<file path="config.mk">
export PLATFORM = sky130hd
export DESIGN_NAME = input_debouncer_flat
export DESIGN_NICKNAME = d
export VERILOG_FILES = /design/src/rtl/input_debouncer_if.sv /design/src/rtl/input_debouncer.sv /design/src/flat_wrapper.sv
export SDC_FILE = /design/constraint.sdc
export NUM_CORES = 1
export LEC_CHECK = 0
export CAP_MARGIN = 20
export CORE_ASPECT_RATIO = 1.25
export CORE_MARGIN = 2
export CORE_UTILIZATION = 54
export DETAILED_ROUTE_END_ITERATION = 7
export HOLD_SLACK_MARGIN = 0.06
export PLACE_DENSITY = 0.74
export RECOVER_POWER = 25
export SYNTH_ARGS = -nofsm -noshare
export SYNTH_HDL_FRONTEND = slang
export SYNTH_SLANG_ARGS = --single-unit
</file>
<file path="constraint.sdc">
create_clock -name clk -period 2.7 [get_ports clk]
set_input_delay 0.27 -clock clk [delete_from_list [all_inputs] [get_ports clk]]
set_output_delay 0.27 -clock clk [all_outputs]
set_load 0.01 [all_outputs]
</file>
<file path="src/rtl/input_debouncer_if.sv">
// Button conditioner bus: the countdown tick and raw levels in, the
// conditioned levels and event pulses out.
// Ports: i_countdown_en  frame tick
//        i_raw           raw button levels
//        o_level         debounced levels
//        o_press         rise pulses
//        o_release       fall pulses
//        o_repeat        auto-repeat pulses
interface input_debouncer_if #(
  parameter int NUM_CH = 3
);
  logic              i_countdown_en;
  logic [NUM_CH-1:0] i_raw;
  logic [NUM_CH-1:0] o_level;
  logic [NUM_CH-1:0] o_press;
  logic [NUM_CH-1:0] o_release;
  logic [NUM_CH-1:0] o_repeat;

  // Source side: drives the tick and the raw buttons, consumes the events.
  modport master (
    output i_countdown_en,
    output i_raw,
    input  o_level,
    input  o_press,
    input  o_release,
    input  o_repeat
  );

  // Conditioner side.
  modport slave (
    input  i_countdown_en,
    input  i_raw,
    output o_level,
    output o_press,
    output o_release,
    output o_repeat
  );
endinterface

</file>
<file path="src/rtl/input_debouncer.sv">
// Purpose: per-channel sync, tick-based debounce, press/release/repeat pulses.
// Latency: 2 clk sync, then the level flips on the DEBOUNCE_TICKS-th tick seen while the input differs.
// Backpressure: none; every output is a registered level or one-clock pulse.
// Ports: clk, rst (sync, active high); bus = input_debouncer_if.slave
//        (i_countdown_en, i_raw in; o_level, o_press, o_release, o_repeat out).
module input_debouncer #(
  parameter int NUM_CH         = 3,
  parameter int DEBOUNCE_TICKS = 4,
  parameter int REPEAT_DELAY   = 16,
  parameter int REPEAT_PERIOD  = 4
) (
  input  logic               clk,
  input  logic               rst,
  input_debouncer_if.slave   bus
);

  localparam int CW = $clog2(DEBOUNCE_TICKS + 1);
  localparam logic [CW-1:0] CNT_LOAD = CW'(DEBOUNCE_TICKS);
  localparam logic [CW-1:0] CNT_ONE  = CW'(1);
  localparam logic [8:0]    RD9      = 9'(REPEAT_DELAY);
  localparam logic [8:0]    RP9      = 9'(REPEAT_PERIOD);

  if (DEBOUNCE_TICKS < 1 || DEBOUNCE_TICKS > 15) begin : g_bad_debounce
    $error("input_debouncer: DEBOUNCE_TICKS must be 1..15");
  end
  if (REPEAT_DELAY < 1 || REPEAT_DELAY > 255) begin : g_bad_delay
    $error("input_debouncer: REPEAT_DELAY must be 1..255");
  end
  if (REPEAT_PERIOD < 1 || REPEAT_PERIOD > 255) begin : g_bad_period
    $error("input_debouncer: REPEAT_PERIOD must be 1..255");
  end

  logic                       tick;
  logic [NUM_CH-1:0]          sync1_q;
  logic [NUM_CH-1:0]          sync2_q;
  logic [NUM_CH-1:0]          level_q;
  logic [NUM_CH-1:0]          press_q;
  logic [NUM_CH-1:0]          release_q;
  logic [NUM_CH-1:0]          repeat_q;
  logic [NUM_CH-1:0]          first_q;
  logic [NUM_CH-1:0][CW-1:0]  cnt_q;
  logic [NUM_CH-1:0][7:0]     rc_q;

  logic [NUM_CH-1:0]          differ;
  logic [NUM_CH-1:0]          cnt_one;
  logic [NUM_CH-1:0]          flip;
  logic [NUM_CH-1:0]          fall;
  logic [NUM_CH-1:0][8:0]     rc_inc;

  assign tick = bus.i_countdown_en;

  always_comb begin
    cnt_one = '0;
    rc_inc  = '0;
    for (int ch = 0; ch < NUM_CH; ch++) begin
      cnt_one[ch] = (cnt_q[ch] == CNT_ONE);
      // 9 bits so the compare against REPEAT_DELAY/PERIOD can't alias on wrap.
      rc_inc[ch]  = {1'b0, rc_q[ch]} + 9'd1;
    end
  end

  // flip: this edge commits the synchronised level; fall: that commit is a release.
  assign differ = sync2_q ^ level_q;
  assign flip   = differ & cnt_one & {NUM_CH{tick}};
  assign fall   = flip & level_q;

  always_ff @(posedge clk) begin
    if (rst) begin
      sync1_q   <= '0;
      sync2_q   <= '0;
      level_q   <= '0;
      press_q   <= '0;
      release_q <= '0;
      repeat_q  <= '0;
      first_q   <= '1;
      cnt_q     <= {NUM_CH{CNT_LOAD}};
      rc_q      <= '0;
    end else begin
      sync1_q   <= bus.i_raw;
      sync2_q   <= sync1_q;
      level_q   <= level_q ^ flip;
      press_q   <= flip & sync2_q;
      release_q <= fall;

      for (int ch = 0; ch < NUM_CH; ch++) begin
        // Debounce: any return to the committed level restarts the count.
        if (!differ[ch] || flip[ch]) begin
          cnt_q[ch] <= CNT_LOAD;
        end else if (tick) begin
          cnt_q[ch] <= cnt_q[ch] - CNT_ONE;
        end

        // Auto-repeat only counts ticks after the press edge; the release
        // edge itself clears state so it never coincides with a repeat.
        if (!level_q[ch] || fall[ch]) begin
          rc_q[ch]     <= '0;
          first_q[ch]  <= 1'b1;
          repeat_q[ch] <= 1'b0;
        end else if (tick) begin
          if (first_q[ch] && rc_inc[ch] == RD9) begin
            repeat_q[ch] <= 1'b1;
            rc_q[ch]     <= '0;
            first_q[ch]  <= 1'b0;
          end else if (!first_q[ch] && rc_inc[ch] == RP9) begin
            repeat_q[ch] <= 1'b1;
            rc_q[ch]     <= '0;
          end else begin
            repeat_q[ch] <= 1'b0;
            rc_q[ch]     <= rc_inc[ch][8] ? 8'hFF : rc_inc[ch][7:0];
          end
        end else begin
          repeat_q[ch] <= 1'b0;
        end
      end
    end
  end

  assign bus.o_level   = level_q;
  assign bus.o_press   = press_q;
  assign bus.o_release = release_q;
  assign bus.o_repeat  = repeat_q;

endmodule

</file>
<file path="src/flat_wrapper.sv">
// flat-port wrapper written by rule: the top's interface ports become plain ports
module input_debouncer_flat 
#(
  parameter int NUM_CH         = 3,
  parameter int DEBOUNCE_TICKS = 4,
  parameter int REPEAT_DELAY   = 16,
  parameter int REPEAT_PERIOD  = 4
)
  (clk, rst, bus_i_countdown_en, bus_i_raw, bus_o_level, bus_o_press, bus_o_release, bus_o_repeat);
  input_debouncer_if #(.NUM_CH(NUM_CH)) bus_i ();
  input  logic clk;
  input  logic rst;
  input wire logic [$bits(bus_i.i_countdown_en)-1:0] bus_i_countdown_en;
  input wire logic [$bits(bus_i.i_raw)-1:0] bus_i_raw;
  output wire logic [$bits(bus_i.o_level)-1:0] bus_o_level;
  output wire logic [$bits(bus_i.o_press)-1:0] bus_o_press;
  output wire logic [$bits(bus_i.o_release)-1:0] bus_o_release;
  output wire logic [$bits(bus_i.o_repeat)-1:0] bus_o_repeat;
  assign bus_i.i_countdown_en = bus_i_countdown_en;
  assign bus_i.i_raw = bus_i_raw;
  assign bus_o_level = bus_i.o_level;
  assign bus_o_press = bus_i.o_press;
  assign bus_o_release = bus_i.o_release;
  assign bus_o_repeat = bus_i.o_repeat;
  input_debouncer #(.NUM_CH(NUM_CH), .DEBOUNCE_TICKS(DEBOUNCE_TICKS), .REPEAT_DELAY(REPEAT_DELAY), .REPEAT_PERIOD(REPEAT_PERIOD)) u_core (.clk(clk), .rst(rst), .bus(bus_i));
endmodule
</file>
**Yosys cells after proc, flatten, opt, wreduce, memory -nomap -nowiden**

Cells that the tools add are included.

- Bits in registers: 54
- Input bits: 6
- Output and inout bits: 12
- Word-level logic and storage cells: 87

- Add/subtract/negate cells: 6
- Equality and inequality tests: 9
- Multiplexer cells: 15
- Bitwise gates (word level): 7
- Reductions and logical operators: 33

Operators by type and width:

| cell | count |
|---|---|
| 8-bit 2-to-1 mux | 9 |
| 8-bit by 1-bit adder with 9-bit output, second input constant | 3 |
| 9-bit by 3-bit equality test with 1-bit output, second input constant | 3 |
| 9-bit by 5-bit equality test with 1-bit output, second input constant | 3 |
| 3-bit bitwise AND | 4 |
| 2-bit OR reduction | 6 |
| 3-bit by 1-bit equality test with 1-bit output, second input constant | 3 |
| 1-bit zero test | 9 |
| 3-bit OR reduction | 3 |
| 3-bit by 1-bit subtractor with 3-bit output, second input constant | 3 |
| 1-bit logical AND | 6 |
| 1-bit logical OR | 6 |
| 1-bit 2-to-1 mux | 6 |
| 2-bit AND reduction | 3 |
| 3-bit XOR | 2 |
| 1-bit NOT | 1 |

**Logic depth before layout (Yosys ltp)**

- Depth after elaboration: 6
- Mapped depth: 10
- Gate-level depth less buffers: 9

**Worst setup path before layout**

No wires, ideal clock.

- Path type: input -> register
- Start: in bus_i_countdown_en
- End: reg u_core.rc_q[4] (netlist name)
- Setup time: 0.116 ns
- Data arrival time: 1.929 ns
- Data required time: 2.584 ns
- Setup slack: 0.655 ns
- Cell stages on the path: 10
- Path buffers: 2
- Path through: clkbuf_1 -> inv_1 -> buf_2 -> nor3b_1 -> nand2b_1 -> ha_1 -> nand2b_1 -> nor2_1 -> o311a_1 -> a31o_1

- Cells in the longest elaborated chain, start to end: 4

Ends and longest elaborated chain:

| item | RTL line | RTL |
|---|---|---|
| start, declared | flat_wrapper.sv:13 | `input wire logic [$bits(bus_i.i_countdown_en)-1:0] bus_i_countdown_en;` |
| 3-bit bitwise AND | input_debouncer.sv:64 | `assign flip = differ & cnt_one & {NUM_CH{tick}};` |
| 3-bit bitwise AND | input_debouncer.sv:65 | `assign fall = flip & level_q;` |
| 1-bit logical OR | input_debouncer.sv:95 | `if (!level_q[ch] \|\| fall[ch]) begin` |
| 2-bit OR reduction (no line) | -- |  |
| end signal, assigned by index | input_debouncer.sv:109 | `rc_q[ch] <= rc_inc[ch][8] ? 8'hFF : rc_inc[ch][7:0];` |
| end, declared | input_debouncer.sv:42 | `logic [NUM_CH-1:0][7:0] rc_q;` |

Parallel ways exist; a longest one is shown, timed or not.
A chain may end at the register's enable or synchronous reset.

**Worst setup path in the final report**

- Start: reg u_core.rc_q[16] (netlist name)
- End: reg u_core.rc_q[18] (netlist name)

- Cells in the longest elaborated chain, start to end: 5
- Elaborated cells on any way between the ends: 8
- Those cells by class: add/sub (1); eq/ne (2); mux (3); reduce/logical (2)

Ends and longest elaborated chain:

| item | RTL line | RTL |
|---|---|---|
| 8-bit by 1-bit adder with 9-bit output (*) | input_debouncer.sv:58 | `rc_inc[ch] = {1'b0, rc_q[ch]} + 9'd1;` |
| 9-bit by 3-bit equality test with 1-bit output | input_debouncer.sv:104 | `end else if (!first_q[ch] && rc_inc[ch] == RP9) begin` |
| 1-bit logical AND | input_debouncer.sv:104 |  |
| 8-bit 2-to-1 mux | input_debouncer.sv:104 |  |
| 8-bit 2-to-1 mux (*) | input_debouncer.sv:100 | `if (first_q[ch] && rc_inc[ch] == RD9) begin` |

Every way passes the cells marked *; elsewhere a longest branch is shown, timed or not.

==> results.py <==
metrics = {
    "logic_synthesis": {
        "ys_seq_area_frac": 0.370,
        "synth-async-reset-ratio": 0,
        "synth_nets": 360,
        "synth_area_sq_mm": 0.00292,
        "syn_avg_cell_area_sq_um": 8.70,
        "ys_types": 56,
        "dominantRegCellSynth": "sky130_fd_sc_hd__dfxtp_1",
        "synth_top_family_by_area": "simple AND/OR/NAND/NOR gates",
        "yosys.area_share.adder": 0.0770,
        "synthesis.instances": 336,
        "synthSimpleGateAreaFrac": 0.285,
        "synth_edf_count": 0,
        "synth_compound_gate_area_share": 0.161,
        "warning_count_from_the_yosys_run": 0,
        "synth_mux_area_frac": 0.00342,
        "synth_xor_xnor_area_share": 0.0539,
        "synth-seq-cells": 54,
    },
    "setup_path": {
        "end_kind": "flop",
        "timing.critical_path.max_delay_family": "compound AO/OA/AOI/OAI gates",
        "setup.worst_path.start": "u_core.rc_q[16]",
        "timing.critical_path.fanout_max": 9,
        "criticalPathCategory": "reg2reg",
        "critPathBufInv": 0,
        "slowest_delay_ns": 0.52,
        "r2r_setup_slk_ns": 0.57,
        "worst_ep_arrival_time_ns": 2.33,
        "critical_path_cell_by_cell": "ha_1, and2_1, a221oi_1, a211oi_1, o32a_1, o31ai_1",
        "critical_path_depth": 6,
        "reg2reg_from": "u_core.rc_q[16]",
        "worst_r2r_path_depth": 6,
        "critPathCapture": "u_core.rc_q[18]",
        "critPathLaunchType": "flop",
        "crit-reg2reg-capture": "u_core.rc_q[18]",
        "crit_slowest_cell": "sky130_fd_sc_hd__a211oi_1",
        "critPathRequiredTime_ns": 2.90,
    },
    "clock_network": {
        "max-clock-path-buffers": 2,
        "ctsRootBufferMaster": "sky130_fd_sc_hd__clkbuf_8",
        "number_of_clock_sinks_seen_by_cts": 54,
        "h_tree_depth": 2,
        "total_clock_buffers_created_by_cts": 5,
        "worst_setup_hold_path_clk_slew_ns": 0.10,
        "cts_tree": "yes",
        "hold_buffers": 0,
        "postCtsSetupBuffers": 0,
        "clock_latency_reported_for_the_late_side_of_the_worst_skew_pair_ns": 0.31,
        "post_cts.resized_instances": 0,
    },
    "drt": {
        "via_per_inst": 5.91,
        "met2RoutedLength_mm": 2.79,
        "detailroute.wirelength.met3_microns": 223,
        "post-route-drc-count": 0,
        "dr.first_iter.drc_count": 150,
        "drt_first_pass_iters": 4,
        "finalWirelength_mm": 5.86,
        "post_route_met1_wirelength_mm": 2.77,
        "number_of_vias_in_the_routed_layout": 2404,
        "route.detailed.wl_per_inst_microns": 14.4,
        "postRouteAntennaNets": 0,
        "max_layer_used": "met4",
    },
    "final_layout": {
        "layout.cell_area.non_filler_sq_mm": 0.00321,
        "multiInputGateArea_sq_mm": 0.00170,
        "nFillCells": 457,
        "ff_latch_area_sq_mm": 0.00108,
        "post_route_cells_drive_above_1_share": 0.0493,
        "finalNetCount": 368,
        "area_growth_syn_to_layout_pct": 9.76,
        "antennaDiodeCount": 0,
    },
    "timing": {
        "setup_total_negative_slack_ns": 0,
        "maximum_clock_skew_at_final_layout_ns": 0.0107,
        "min_period_over_period": 0.790,
        "clock.fmax_mhz": 469,
        "timing.max_slew.rel_slack": 0.451,
        "period_minus_slack_ns": 2.13,
        "setup_viol_count_final": 0,
        "tightestPinTransition_ns": 0.823,
        "slew_violations": 0,
        "grt_setup_unrepaired": "false",
        "finalHoldViolations": 0,
    },
    "global_route": {
        "grt_first_pass_wirelength_mm": 10.6,
        "grt-ovfl-total": 0,
        "largest_net_degree_at_the_start_of_global_routing": 44,
        "first_global_vias": 2381,
        "grtUsageTotal": 0.211,
        "antenna_found_initial": 0,
    },
    "die": {
        "ios": 18,
        "core.rowCount": 29,
        "dieArea_sq_mm": 0.00602,
        "die_w_microns": 69.8,
        "die_h_microns": 86.3,
        "start_util": 0.568,
        "placeableCoreArea_sq_mm": 0.00515,
    },
    "power_and_ir_drop": {
        "ir_worst_vdd_v": 0.000337,
        "power.density_cell_area_mw_per_mm2": 438,
        "leakage_component_of_the_power_nw": 1.19,
    },
    "placed_design": {
        "place.gp.congestion": 0.849,
        "hpwl_mm": 4.02,
        "place.port_buffers": 17,
        "placedInstanceArea_sq_mm": 0.00310,
    },
    "hold_path": {
        "min_path_type": "reg2reg",
    },
    "job": {
        "max-cap-violations": 0,
    },
    "run_status": {
        "outcome": "finished, final reports clean",
    },
}
==> kinds of logic (layout without fill, tap and decap cells) <==
group                    count (synthesis)  count (layout)
flip-flops                              54              54
multiplexers                             1               1
adder cells (fa/ha/maj)                 18              18
AND/OR/NAND/NOR                        148             148
buffers and inverters                   33              42
XOR/XNOR                                18              18
AO/OA/AOI/OAI                           64              64
==> through the flow <==
stage | hold slack, ns | power (mW) | setup slack [ns] | cells | utilization
detailed placement | 0.426 | 0.875 | 0.345 | 399 | 0.602
floorplan | 0.392 | 0.857 | 0.655 | 336 | -
CTS | 0.451 | 1.43 | 0.601 | 407 | 0.624
global placement | 0.417 | 0.873 | 0.408 | 399 | 0.602
finish | 0.447 | 1.41 | 0.567 | 407 | 0.623
global route | 0.465 | 1.46 | 0.387 | 407 | 0.623
==> placed cells by master, fill, tap and decap left out, types with 2 or more instances in the layout <==
cell	instances
sky130_fd_sc_hd__dfxtp_1	54
sky130_fd_sc_hd__nor2_1	32
sky130_fd_sc_hd__nand2_1	18
sky130_fd_sc_hd__ha_1	18
sky130_fd_sc_hd__nand3_1	16
sky130_fd_sc_hd__inv_1	14
sky130_fd_sc_hd__nor2b_1	14
sky130_fd_sc_hd__clkdlybuf4s50_1	13
sky130_fd_sc_hd__xnor2_1	12
sky130_fd_sc_hd__nor3_1	11
sky130_fd_sc_hd__and3_1	11
sky130_fd_sc_hd__nand2b_1	10
sky130_fd_sc_hd__a31oi_1	9
sky130_fd_sc_hd__a211oi_1	9
sky130_fd_sc_hd__o21ai_0	9
sky130_fd_sc_hd__a21oi_1	8
sky130_fd_sc_hd__nor3b_1	6
sky130_fd_sc_hd__xor2_1	6
sky130_fd_sc_hd__or3_1	5
sky130_fd_sc_hd__nand4_1	5
sky130_fd_sc_hd__clkbuf_8	5
sky130_fd_sc_hd__o211ai_1	4
sky130_fd_sc_hd__and4_1	4
sky130_fd_sc_hd__dlygate4sd3_1	4
sky130_fd_sc_hd__o31ai_1	3
sky130_fd_sc_hd__or4bb_1	3
sky130_fd_sc_hd__o2bb2ai_1	2
sky130_fd_sc_hd__and2_1	2
sky130_fd_sc_hd__a221oi_1	2
sky130_fd_sc_hd__o32a_1	2
sky130_fd_sc_hd__nand3b_1	2
sky130_fd_sc_hd__o311a_1	2
sky130_fd_sc_hd__buf_4	2
==> routing by layer <==
| metal | vias to the layer above | GRT usage |
|---|---|---|
| met5 | - | 0 |
| met4 | 0 | 0.0717 |
| met3 | 8 | 0.0326 |
| met2 | 48 | 0.364 |
| met1 | 1131 | 0.271 |
| li1 | 1217 | - |
==> registers in the layout, summed over array words and instances (netlist names) <==
| register | count |
|---|---|
| u_core.rc_q | 24 |
| u_core.sync2_q | 3 |
| u_core.sync1_q | 3 |
| u_core.bus.o_press | 3 |
| u_core.bus.o_level | 3 |
| u_core.first_q | 3 |
| u_core.cnt_q | 9 |
| u_core.bus.o_release | 3 |
| u_core.bus.o_repeat | 3 |
==> synthesized netlist by cell type (all sizes together) (11+ instances only) <==
master	instances	share of area
dfxtp	54	0.37
nor2b	14	0.030
ha	18	0.077
and3	11	0.024
nor2	32	0.041
nand3	16	0.027
buf	13	0.024
inv	14	0.018
nor3	11	0.019
nand2	18	0.023
xnor2	12	0.036
==> worst min-delay path by stage <==
stage                                   end               from  slack [ns]  cells past startpoint
after CTS                 u_core.sync2_q[2]  u_core.sync1_q[2]        0.45                      1
after floorplan           u_core.first_q[0]                rst        0.39                      2
after global routing      u_core.sync2_q[2]  u_core.sync1_q[2]        0.47                      1
final                     u_core.sync2_q[2]  u_core.sync1_q[2]        0.45                      1
after detailed placement  u_core.sync2_q[2]  u_core.sync1_q[2]        0.43                      1
after global placement    u_core.sync2_q[0]  u_core.sync1_q[0]        0.42                      1
==> power breakdown <==
group	internal (mW)	switching (mW)	total, mW
sequential	0.802	0.00340	0.806
combinational	0.0215	0.0279	0.0494
clock	0.278	0.272	0.550
total	1.10	0.304	1.41
==> area by class of cell <==
type	instances	area share
multi-input cells	249	0.529
flip-flops and latches	54	0.337
repair buffers	20	0.0589
well taps	62	0.0242
clock buffers	5	0.0214
inverters	14	0.0164
clock inverters	3	0.0136
No activity file was read; power rests on OpenSTA's default activity.
